### config.mk
export PLATFORM = sky130hd
export DESIGN_NAME = apb_slave_regbank
export DESIGN_NICKNAME = d
export VERILOG_FILES = /design/src/rtl/apb_slave_regbank.sv
export SDC_FILE = /design/constraint.sdc
export NUM_CORES = 1
export LEC_CHECK = 0
export ABC_AREA = 1
export BUFFER_PORTS_ARGS = -buffer_cell sky130_fd_sc_hd__clkbuf_2
export CAP_MARGIN = 5
export CORE_MARGIN = 4
export CORE_UTILIZATION = 57
export CTS_BUF_LIST = sky130_fd_sc_hd__clkbuf_4 sky130_fd_sc_hd__clkbuf_8
export CTS_CLUSTER_SIZE = 14
export DETAILED_ROUTE_END_ITERATION = 10
export GPL_ROUTABILITY_DRIVEN = 0
export PLACE_DENSITY = 0.81
export SLEW_MARGIN = 30
export SYNTH_ARGS = -nofsm -noshare
export SYNTH_HDL_FRONTEND = slang
export SYNTH_SLANG_ARGS = --single-unit
### constraint.sdc
create_clock -name Hclk -period 3.1 [get_ports Hclk]
set_input_delay 0.62 -clock Hclk [delete_from_list [all_inputs] [get_ports Hclk]]
set_output_delay 0.62 -clock Hclk [all_outputs]
set_load 0.05 [all_outputs]
### src/rtl/apb_slave_regbank.sv
// APB slave register bank sitting behind the AHB-to-APB bridge.
// Tracks the APB phases with a three-state FSM (IDLE/SETUP/ACCESS), holds
// DEPTH 32-bit registers and counts completed transfers (saturating).
// Zero wait states: read data is fetched on the SETUP-entry edge and shown
// for the whole ACCESS cycle.
// Optional feature: define APB_SLV_PROT_CHK_EN to enable protocol-violation
// detection (sticky prot_err, cleared by err_clr). Without it prot_err is 0
// and violating sequences simply fall back to IDLE.
module apb_slave_regbank #(
    parameter int          SLV_IDX   = 0,
    parameter int          DEPTH     = 16,
    parameter logic [31:0] RESET_VAL = 32'h0000_0000
) (
    input  logic        Hclk,
    input  logic        Hresetn,
    input  logic [2:0]  Pselx,
    input  logic        Penable,
    input  logic        Pwrite,
    input  logic [31:0] Paddr,
    input  logic [31:0] Pwdata,
    output logic [31:0] Prdata,
    output logic [15:0] xfer_cnt,
    output logic        prot_err,
    input  logic        err_clr
);

    localparam int AW = $clog2(DEPTH);

    localparam logic [1:0] IDLE   = 2'd0;
    localparam logic [1:0] SETUP  = 2'd1;
    localparam logic [1:0] ACCESS = 2'd2;

    logic [1:0]    state;
    logic [1:0]    state_nxt;
    logic          sel;
    logic [AW-1:0] idx_in;
    logic [AW-1:0] idx_l;
    logic          wr_l;
    logic [31:0]   wdata_l;
    logic [31:0]   rd_buf;
    logic [31:0]   regs [DEPTH];
    logic          setup_entry;
    logic          commit;
    logic          match;

    assign sel    = Pselx[SLV_IDX];
    // Upper address bits alias the bank; byte-lane bits are ignored.
    assign idx_in = Paddr[AW+1:2];

    // Only one select line and a slice of the address are decoded here.
    logic unused_ok;
    assign unused_ok = ^{Pselx, Paddr, err_clr};

    // Next-state decode of the APB phase tracker
    always_comb begin
        // NOTE: assigning a default first means every path drives state_nxt,
        // so no latch is inferred for the cases that do not assign it.
        state_nxt = state;
        case (state)
            IDLE:    if (sel && !Penable) state_nxt = SETUP;
            SETUP:   state_nxt = (sel && Penable) ? ACCESS : IDLE;
            ACCESS: begin
                if (!sel)         state_nxt = IDLE;
                else if (!Penable) state_nxt = SETUP;
                else               state_nxt = IDLE;
            end
            default: state_nxt = IDLE;
        endcase
    end

    // SETUP is only ever entered from IDLE or ACCESS, never held.
    assign setup_entry = (state_nxt == SETUP);

`ifdef APB_SLV_PROT_CHK_EN
    logic [31:0] paddr_l;
    logic        violation;

    assign match     = (Paddr == paddr_l) && (Pwrite == wr_l);
    assign violation = (state == IDLE   &&  sel &&  Penable)
                     | (state == SETUP  && !(sel && Penable))
                     | (state == SETUP  &&  sel &&  Penable && !match)
                     | (state == ACCESS &&  sel &&  Penable);

    // Keep the full setup address so any change before ACCESS is caught
    always_ff @(posedge Hclk or negedge Hresetn) begin
        if (!Hresetn)         paddr_l <= 32'h0;
        else if (setup_entry) paddr_l <= Paddr;
    end

    // Sticky violation flag; a new violation beats a same-cycle clear
    always_ff @(posedge Hclk or negedge Hresetn) begin
        if (!Hresetn)       prot_err <= 1'b0;
        else if (violation) prot_err <= 1'b1;
        else if (err_clr)   prot_err <= 1'b0;
    end
`else
    assign match    = 1'b1;
    assign prot_err = 1'b0;
`endif

    assign commit = (state == SETUP) && (state_nxt == ACCESS) && match;

    // Phase state register
    always_ff @(posedge Hclk or negedge Hresetn) begin
        // NOTE: sequential state uses non-blocking assignments so every flop
        // samples pre-edge values regardless of block ordering.
        if (!Hresetn) state <= IDLE;
        else          state <= state_nxt;
    end

    // Latch the transfer on SETUP entry and prefetch read data
    always_ff @(posedge Hclk or negedge Hresetn) begin
        if (!Hresetn) begin
            idx_l   <= '0;
            wr_l    <= 1'b0;
            wdata_l <= 32'h0;
            rd_buf  <= 32'h0;
        end else if (setup_entry) begin
            idx_l   <= idx_in;
            wr_l    <= Pwrite;
            wdata_l <= Pwdata;
            if (!Pwrite) rd_buf <= regs[idx_in];
        end
    end

    // Register bank: write committed on the SETUP->ACCESS edge
    always_ff @(posedge Hclk or negedge Hresetn) begin
        if (!Hresetn) begin
            // NOTE: every register has a defined reset value, so the bank is
            // built from resettable flops rather than an unreset RAM macro.
            for (int i = 0; i < DEPTH; i++) regs[i] <= RESET_VAL;
        end else if (commit && wr_l) begin
            regs[idx_l] <= wdata_l;
        end
    end

    // Completed-transfer counter, saturating at all ones
    always_ff @(posedge Hclk or negedge Hresetn) begin
        if (!Hresetn)                          xfer_cnt <= 16'h0;
        else if (commit && xfer_cnt != 16'hFFFF) xfer_cnt <= xfer_cnt + 16'h1;
    end

    assign Prdata = (state == ACCESS && !wr_l) ? rd_buf : 32'h0;

endmodule
# [Yosys cells after proc, flatten, opt, wreduce, memory -nomap -nowiden]
# Cells that the tools add are included.
# W data, S select, Z words.
[classes] addsub=1 n_mul=0 div=0 n_lt_le_gt_ge=3 n_eq_ne=5 shift=0 n_mux=12 n_bitwise=3 reduce_logical=11
[ops] op="$bwmux W512" count=1
[ops] op="$bmux W32 S4" count=1
[ops] op="$demux W32 S4" count=1
[ops] op="$mux W32" count=4
[ops] op="$add A16 B1 Y16 const B" count=1
[ops] op="$ne A16 B16 Y1 const B" count=1
[ops] op="$ge A5 B5 Y1 const B" count=2
[ops] op="$not A4 Y5" count=2
[ops] op="$logic_and A1 B1 Y1" count=7
[ops] op="$pmux W2 S3" count=1
[ops] op="$lt A5 B1 Y1 const B" count=1
[ops] op="$eq A2 B1 Y1 const B" count=2
[ops] op="$eq A2 B2 Y1 const B" count=2
[ops] op="$mux W2" count=2
[ops] op="$logic_not A1 Y1" count=2
[ops] op="$logic_not A2 Y1" count=1
[ops] op="$mux W1" count=2
[ops] op="$reduce_and A2 Y1" count=1
[ops] op="$not A1 Y1" count=1
[totals] register_bits=599 latchBits=0 ramBits=0 mem_bits_ro=0 in_bits=72 output_inout_bits=49 word_cells=57 memories=0

# [Longest topological paths before layout]
# Gate-level depths: netlist (run 1).
[depth] word_depth=7 ltp_mapped=12

# [Worst setup path before layout (run 1)]
# No wires, ideal clock.
[synth_timing] kind="register -> output" start="reg wr_l" end="out Prdata[0]" t_arrival_ps=1481 t_required_ps=2480 slack_ps=999 stages_incl_launch_ff=5 n_path_buf=1 path_cell_list="dfrtp_1 > inv_1 > nand3_1 > clkbuf_1 > nor2_1"
[synth_via] elab_chain_len=3
[synth_rtl] element="from (decl)" line_no="38" rtl="logic wr_l;"
[synth_rtl] element="from (signal assigned)" line_no="120" rtl="wr_l <= Pwrite;"
[synth_rtl] element="$logic_not A1 Y1" line_no="143" rtl="assign Prdata = (state == ACCESS && !wr_l) ? rd_buf : 32'h0;"
[synth_rtl] element="$logic_and A1 B1 Y1" line_no="143"
[synth_rtl] element="$mux W32" line_no="143"
[synth_rtl] element="to (decl)" line_no="21" rtl="output logic [31:0] Prdata,"
# No other way between the ends.

# [Worst setup path after layout (run 1)]
[layout_timing] start="reg wr_l" end="out Prdata[2]"
# The elaborated chain is that of the path after synthesis.

==> metrics.cfg, run 1 <==
[sta]
hold_ws_ps=159
rsz0062_at_grt=no
fmax_ghz=0.374
clock_skew_ps=33.0
max_slew_margin_pct=36.8
setup_tns_ps=0
min_period_over_period_pct=86.3
layout_min_cycle_time_ps=2680
worst_pin_slew_ps=949
hold_viol=0
finalSetupViolations=0
maxSlewViolCount=0

[worst_setup_path]
cp_max_fo=32
crit_start=wr_l
crit_type=flop to primary output
start_kind=flop
rr_startpoint=state[0]
critPathRequiredTime_ps=2480
crit_path_end_kind=primary output
arrival_ps=2060

[finish]
final_layout_size_suffix_gt1_share_pct=9.75
antenna_cells=0
stdcell_count=4024
nNetsFinal=3426
post-route-util_pct=63.5
syn2layout_area_growth_pct=9.64

[cts]
h-tree-depth=3
cts_root_buf=clkbuf_8
post-cts-setup-buffers=0
cts_buffer_depth=3
cts_sinks=599
cts-buffers-inserted=92
worstSkewPairLatency_ps=680
tritoncts=yes
clk_pin_slew_ps=60

[yosys]
ys_types=29
async_flop_share_pct=100
synthFlopType=dfrtp_1
ys_seq_elements=599
synth_area_sq_um=27000
synth_warnings=0
synthCells=3367
syn_avg_cell_area_sq_um=8.02
synthTopCellsByCount=nand2_1, dfrtp_1, nand3_1
syn_nets=3440
synth.top_cell.area_share_pct=55.5
synth_edf_count=0
synth_seq_area_share_pct=55.5
synth_area_leaders=dfrtp_1, nand2_1, nand3_1, o21ai_1, o21ai_0
synth_most_common_cell=nand2_1
synth_top_cell_by_area=dfrtp_1

[min_path]
hp-class=primary input to flop
hold_path.startpoint=Pwdata[15]

[place]
dp_cells=3865
io_buffers=88
hpwl_mm=38.2

[detailed_routing]
drc=0
drt-pass1-iter-count=5
drt_iter0_markers=2329
wl_per_cell_microns=17.4
drt-total-wl_mm=69.8
vias=22689
vias_per_cell=5.64
antenna_left=0

[flow_run]
max_cap_viol_count=0

[die]
die_area_sq_um=50900
coreArea_sq_um=46700
die_h_microns=226
start_util_pct=57.9
pin_count=121
rows=79
fp.dieW_microns=226

[power_and_ir_drop]
vdd_drop_max_mv=0.372
leakagePower_nw=14.0
power.density_nw_per_um2=601

[global_route]
grtUsageTotal_pct=28.0
grt_overflow_total=0
grt_max_degree=108
grt_pass1_vias=21521
antenna_found_initial=0
grt_first_pass_wirelength_mm=114

[outcome]
outcome=complete, no violations

-- registers in the layout, summed over array words and instances (netlist names) --
register,flops
wr_l,1
xfer_cnt,16
idx_l,4
regs,512
state,2
wdata_l,32
rd_buf,32
-- critical path, stage by stage, from the launching register on --
cell      delay (ps)
dfrtp_1          360
inv_1            170
nand3_1          100
buf_4            240
nor2_1           190
clkbuf_2         300
-- final timing paths --
kind                               end  slack, ps  depth (start not counted)
min in group asynchronous     regs[10]        500                          2
setup / recovery             Prdata[2]        420                          5
setup reg to reg             regs[197]       1030                          9
hold / removal             wdata_l[15]        160                          3
max in group asynchronous   rd_buf[24]       1650                          4
hold reg to reg             rd_buf[21]        480                          2
-- timing repair --
item / CTS / global route
endpoints found under the hold margin: 50 / 0
hold buffers: 1 / 0
gates resized for setup: 0 / 0
-- cell type report --
type                    count  area (sq um)
fillers                  3988         17000
flip-flops and latches    599         15000
multi-input cells        2429         10500
clock buffers             144          1790
repair buffers            146          1150
well taps                 607           759
inverters                  85           329
clock inverters            14          83.8
-- power by group --
part           total (mW)  internal [mW]  switching (mW)  leakage, nW
Combinational        2.21          0.684            1.53         4.86
Clock                6.61           3.64            2.96        0.995
Sequential           8.97           8.57           0.402         8.20
-- layer usage --
layer  share of wire, %  track usage (%)  vias up
met3                9.4             4.34      140
met5                  0                0        -
met2                 45             42.9     1029
li1                   -                -    10856
met1                 43             41.4    10664
met4                2.4             9.66        0
-- placed cells by master (no fill, tap or decap) --
cell type	n
nand2_1	1380
dfrtp_1	599
nand3_1	392
o21ai_1	320
o21ai_0	230
clkbuf_8	114
clkbuf_2	84
inv_1	78
nor2_1	59
buf_4	38
clkbuf_4	31
buf_12	20
nand2_4	10
clkinv_2	9
nand2_2	7
xnor2_1	7
inv_2	5
xor2_1	5
nor3_1	4
clkinvlp_4	4
nand4_1	3
nor3_2	2
nor2_4	2
a21oi_1	2
nor2_2	1
nand3_2	1
inv_8	1
inv_4	1
nand3b_1	1
and2_1	1
ha_1	1
conb_1	1
inv_6	1
dlygate4sd3_1	1
buf_8	1
buf_2	1
-- cell families after synthesis --
kind of cell / Yosys count / share of synthesized area (%)
and+or+nand+nor: 1863 / 28.2
DFF: 599 / 55.5
AOI/OAI and AO/OA: 552 / 10.2
xor gates and xnor gates: 12 / 0.389
adders and majority gates: 1 / 0.0463
other: 1 / 0.0139
buffers and inverters: 339 / 5.67
-- stage by stage --
| step | instance area [sq um] | worst slack, ps | power, mW |
|---|---|---|---|
| final | 29600 | 425 | 17.8 |
| after global routing | 29600 | 318 | 18.7 |
| after CTS | 29600 | 329 | 17.9 |
| after detailed placement | 27700 | 720 | 11.3 |
| after global placement | 27700 | 727 | 11.2 |
| after floorplan | 27000 | 999 | 10.6 |
(Power assumes the default switching activity.)
==> inputs of run 2 (changes only) <==
--- a/config.mk
+++ b/config.mk
@@ -6,15 +6,16 @@
 export NUM_CORES = 1
 export LEC_CHECK = 0
 export ABC_AREA = 1
-export BUFFER_PORTS_ARGS = -buffer_cell sky130_fd_sc_hd__clkbuf_2
 export CAP_MARGIN = 5
 export CORE_MARGIN = 4
-export CORE_UTILIZATION = 57
+export CORE_UTILIZATION = 50
 export CTS_BUF_LIST = sky130_fd_sc_hd__clkbuf_4 sky130_fd_sc_hd__clkbuf_8
+export CTS_CLUSTER_DIAMETER = 100
 export CTS_CLUSTER_SIZE = 14
 export DETAILED_ROUTE_END_ITERATION = 10
+export DONT_BUFFER_PORTS = 1
 export GPL_ROUTABILITY_DRIVEN = 0
-export PLACE_DENSITY = 0.81
+export PLACE_DENSITY = 0.71
 export SLEW_MARGIN = 30
 export SYNTH_ARGS = -nofsm -noshare
 export SYNTH_HDL_FRONTEND = slang
==> metrics.cfg, run 2 (same netlist as run 1, synthesis figures left out) <==
[min_path]
hp-class=primary input to asynchronous set/reset pin

[worst_setup_path]
crit_type=flop to primary output
cp_max_fo=32  ; unchanged
r2r-end=regs[271]
critPathRequiredTime_ps=2480  ; about the same
r2r_setup_slack_ps=960  ; -70 ps
cp.depth=5  ; unchanged
path_common_cell=buf_4
slowest_stage=dfrtp_1
arrival_ps=1940  ; -120 ps
crit_path_end=Prdata[13]
reg2regPathDepth=9  ; unchanged
crit_start=wr_l
rr_startpoint=state[0]
crit_path_end_kind=primary output
cp_top_family=buffers and inverters
critPathBufInv=3  ; unchanged
start_kind=flop
crit_chain=inv_1 -> nand3_1 -> buf_4 -> nor2_1 -> buf_4
cpPeakStageDelay_ps=370  ; about the same

[finish]
syn2layout_area_growth_pct=3.97
top_register=regs
post-route-util_pct=53.0  ; -10 points
final_cell_mix=nand2_1, dfrtp_1, nand3_1, o21ai_1, o21ai_0
largest_reg_flops=512  ; unchanged
final_layout_size_suffix_gt1_share_pct=4.76  ; -5.0 points
nNetsFinal=3310  ; -3.4%
fill_cells=4931  ; +24%
top_regs=regs: 512 flops, rd_buf: 32 flops, wdata_l: 32 flops
layout_commonest_cell=nand2_1

[global_route]
grt_overflow_total=0  ; unchanged
gr-usage-met2_pct=40.7  ; -2.1 points
grt_pass1_vias=21281  ; -1.1%
grt_max_degree=600  ; +460%
gr-usage-met1_pct=35.7  ; -5.7 points
grtUsageMet3_pct=4.98  ; +0.64 points
grt_first_pass_wirelength_mm=116  ; +2.2%
antenna_found_initial=3  ; +3
top_usage_layer=met2
grtUsageTotal_pct=25.3  ; -2.7 points

[sta]
setup_tns_ps=0  ; unchanged
fmax_ghz=0.390  ; +4.4%
hold_ws_ps=-284  ; -443 ps
hold_viol=567  ; +567
max_slew_margin_pct=-1.22  ; -38 points
finalSetupViolations=0  ; unchanged
rsz0062_at_grt=no
min_period_over_period_pct=82.7  ; -3.6 points
layout_min_cycle_time_ps=2560  ; -113 ps
worst_pin_slew_ps=1520  ; +570 ps
maxSlewViolCount=35  ; +35
clock_skew_ps=26.9  ; -6.11 ps

[detailed_routing]
wl_per_cell_microns=18.5  ; +6.8%
drt-total-wl_mm=72.8  ; +4.3%
drt-pass1-iter-count=8  ; +3
antenna_left=0  ; unchanged
drc=0  ; unchanged
vias=22374  ; -1.4%
vias_per_cell=5.70  ; +1.0%
drt_iter0_markers=2839  ; +22%

[outcome]
violations=hold timing, slew limit
outcome=finished, violations left

[die]
fp.dieW_microns=240  ; +6.5%
pin_count=121  ; unchanged
coreArea_sq_um=53000  ; +14%
rows=84  ; +6.3%
start_util_pct=51.0  ; -6.9 points
die_area_sq_um=57800  ; +13%
die_h_microns=240  ; +6.5%

[flow_run]
max_cap_viol_count=0  ; unchanged

[cts]
clk_pin_slew_ps=90  ; +30 ps
cts_buffer_depth=3  ; unchanged
cts_root_buf=clkbuf_8
cts-buffers-inserted=48  ; -48%
h-tree-depth=2  ; -1
cts_resized=0  ; unchanged
tritoncts=yes
worstSkewPairLatency_ps=660  ; -20 ps
cts_sinks=599  ; unchanged
post-cts-setup-buffers=0  ; unchanged

[power_and_ir_drop]
power_mw=14.7  ; -17%
power.density_nw_per_um2=523  ; -13%
vdd_drop_max_mv=0.284  ; -24%
leakagePower_nw=13.1  ; -6.8%

[place]
io_buffers=0  ; -100%
hpwl_mm=38.3  ; +0.37%

## run 2: area by class of cell
type	count	area [sq um]	share of cell area (%)
Multi-Input combinational cell	2429	10500	37.4
Antenna cell	2	5.00	0.0178
Clock inverter	1	5.00	0.0178
Clock buffer	49	674	2.40
Inverter	85	327	1.16
Sequential cell	599	15000	53.4
Timing Repair Buffer	74	706	2.51
Tap cell	688	861	3.07
## run 2: worst min-delay path by stage
stage                  from         end  slack (ps)  cells after the start
floorplan           Hresetn    idx_l[0]         320                      0
global placement    Hresetn   regs[323]         360                      0
detailed placement  Hresetn   regs[291]         370                      0
CTS                 Hresetn    idx_l[0]        -350                      0
global route        Hresetn   regs[419]        -380                      0
finish              Hresetn  wdata_l[3]        -280                      0
## run 2: metal layers
| metal | vias up | wire length (microns) |
|---|---|---|
| li1 | 10532 | - |
| met1 | 10727 | 31600 |
| met5 | - | 0 |
| met2 | 984 | 32800 |
| met4 | 0 | 1630 |
| met3 | 131 | 6700 |
## run 2: power breakdown
part           internal, mW  switching [mW]  total, mW
Clock                  1.41            2.44       3.86
Combinational         0.642            1.26       1.90
Sequential             8.55           0.380       8.93
## run 2: metrics by stage
| step | instances | setup slack (ps) | cell area (sq um) | hold WS, ps |
|---|---|---|---|---|
| floorplan | 3367 | 999 | 27000 | 324 |
| global placement | 3875 | 868 | 27400 | 365 |
| detailed placement | 3875 | 867 | 27400 | 367 |
| CTS | 3925 | 468 | 28100 | -346 |
| global route | 3925 | 375 | 28100 | -375 |
| finish | 3927 | 537 | 28100 | -284 |
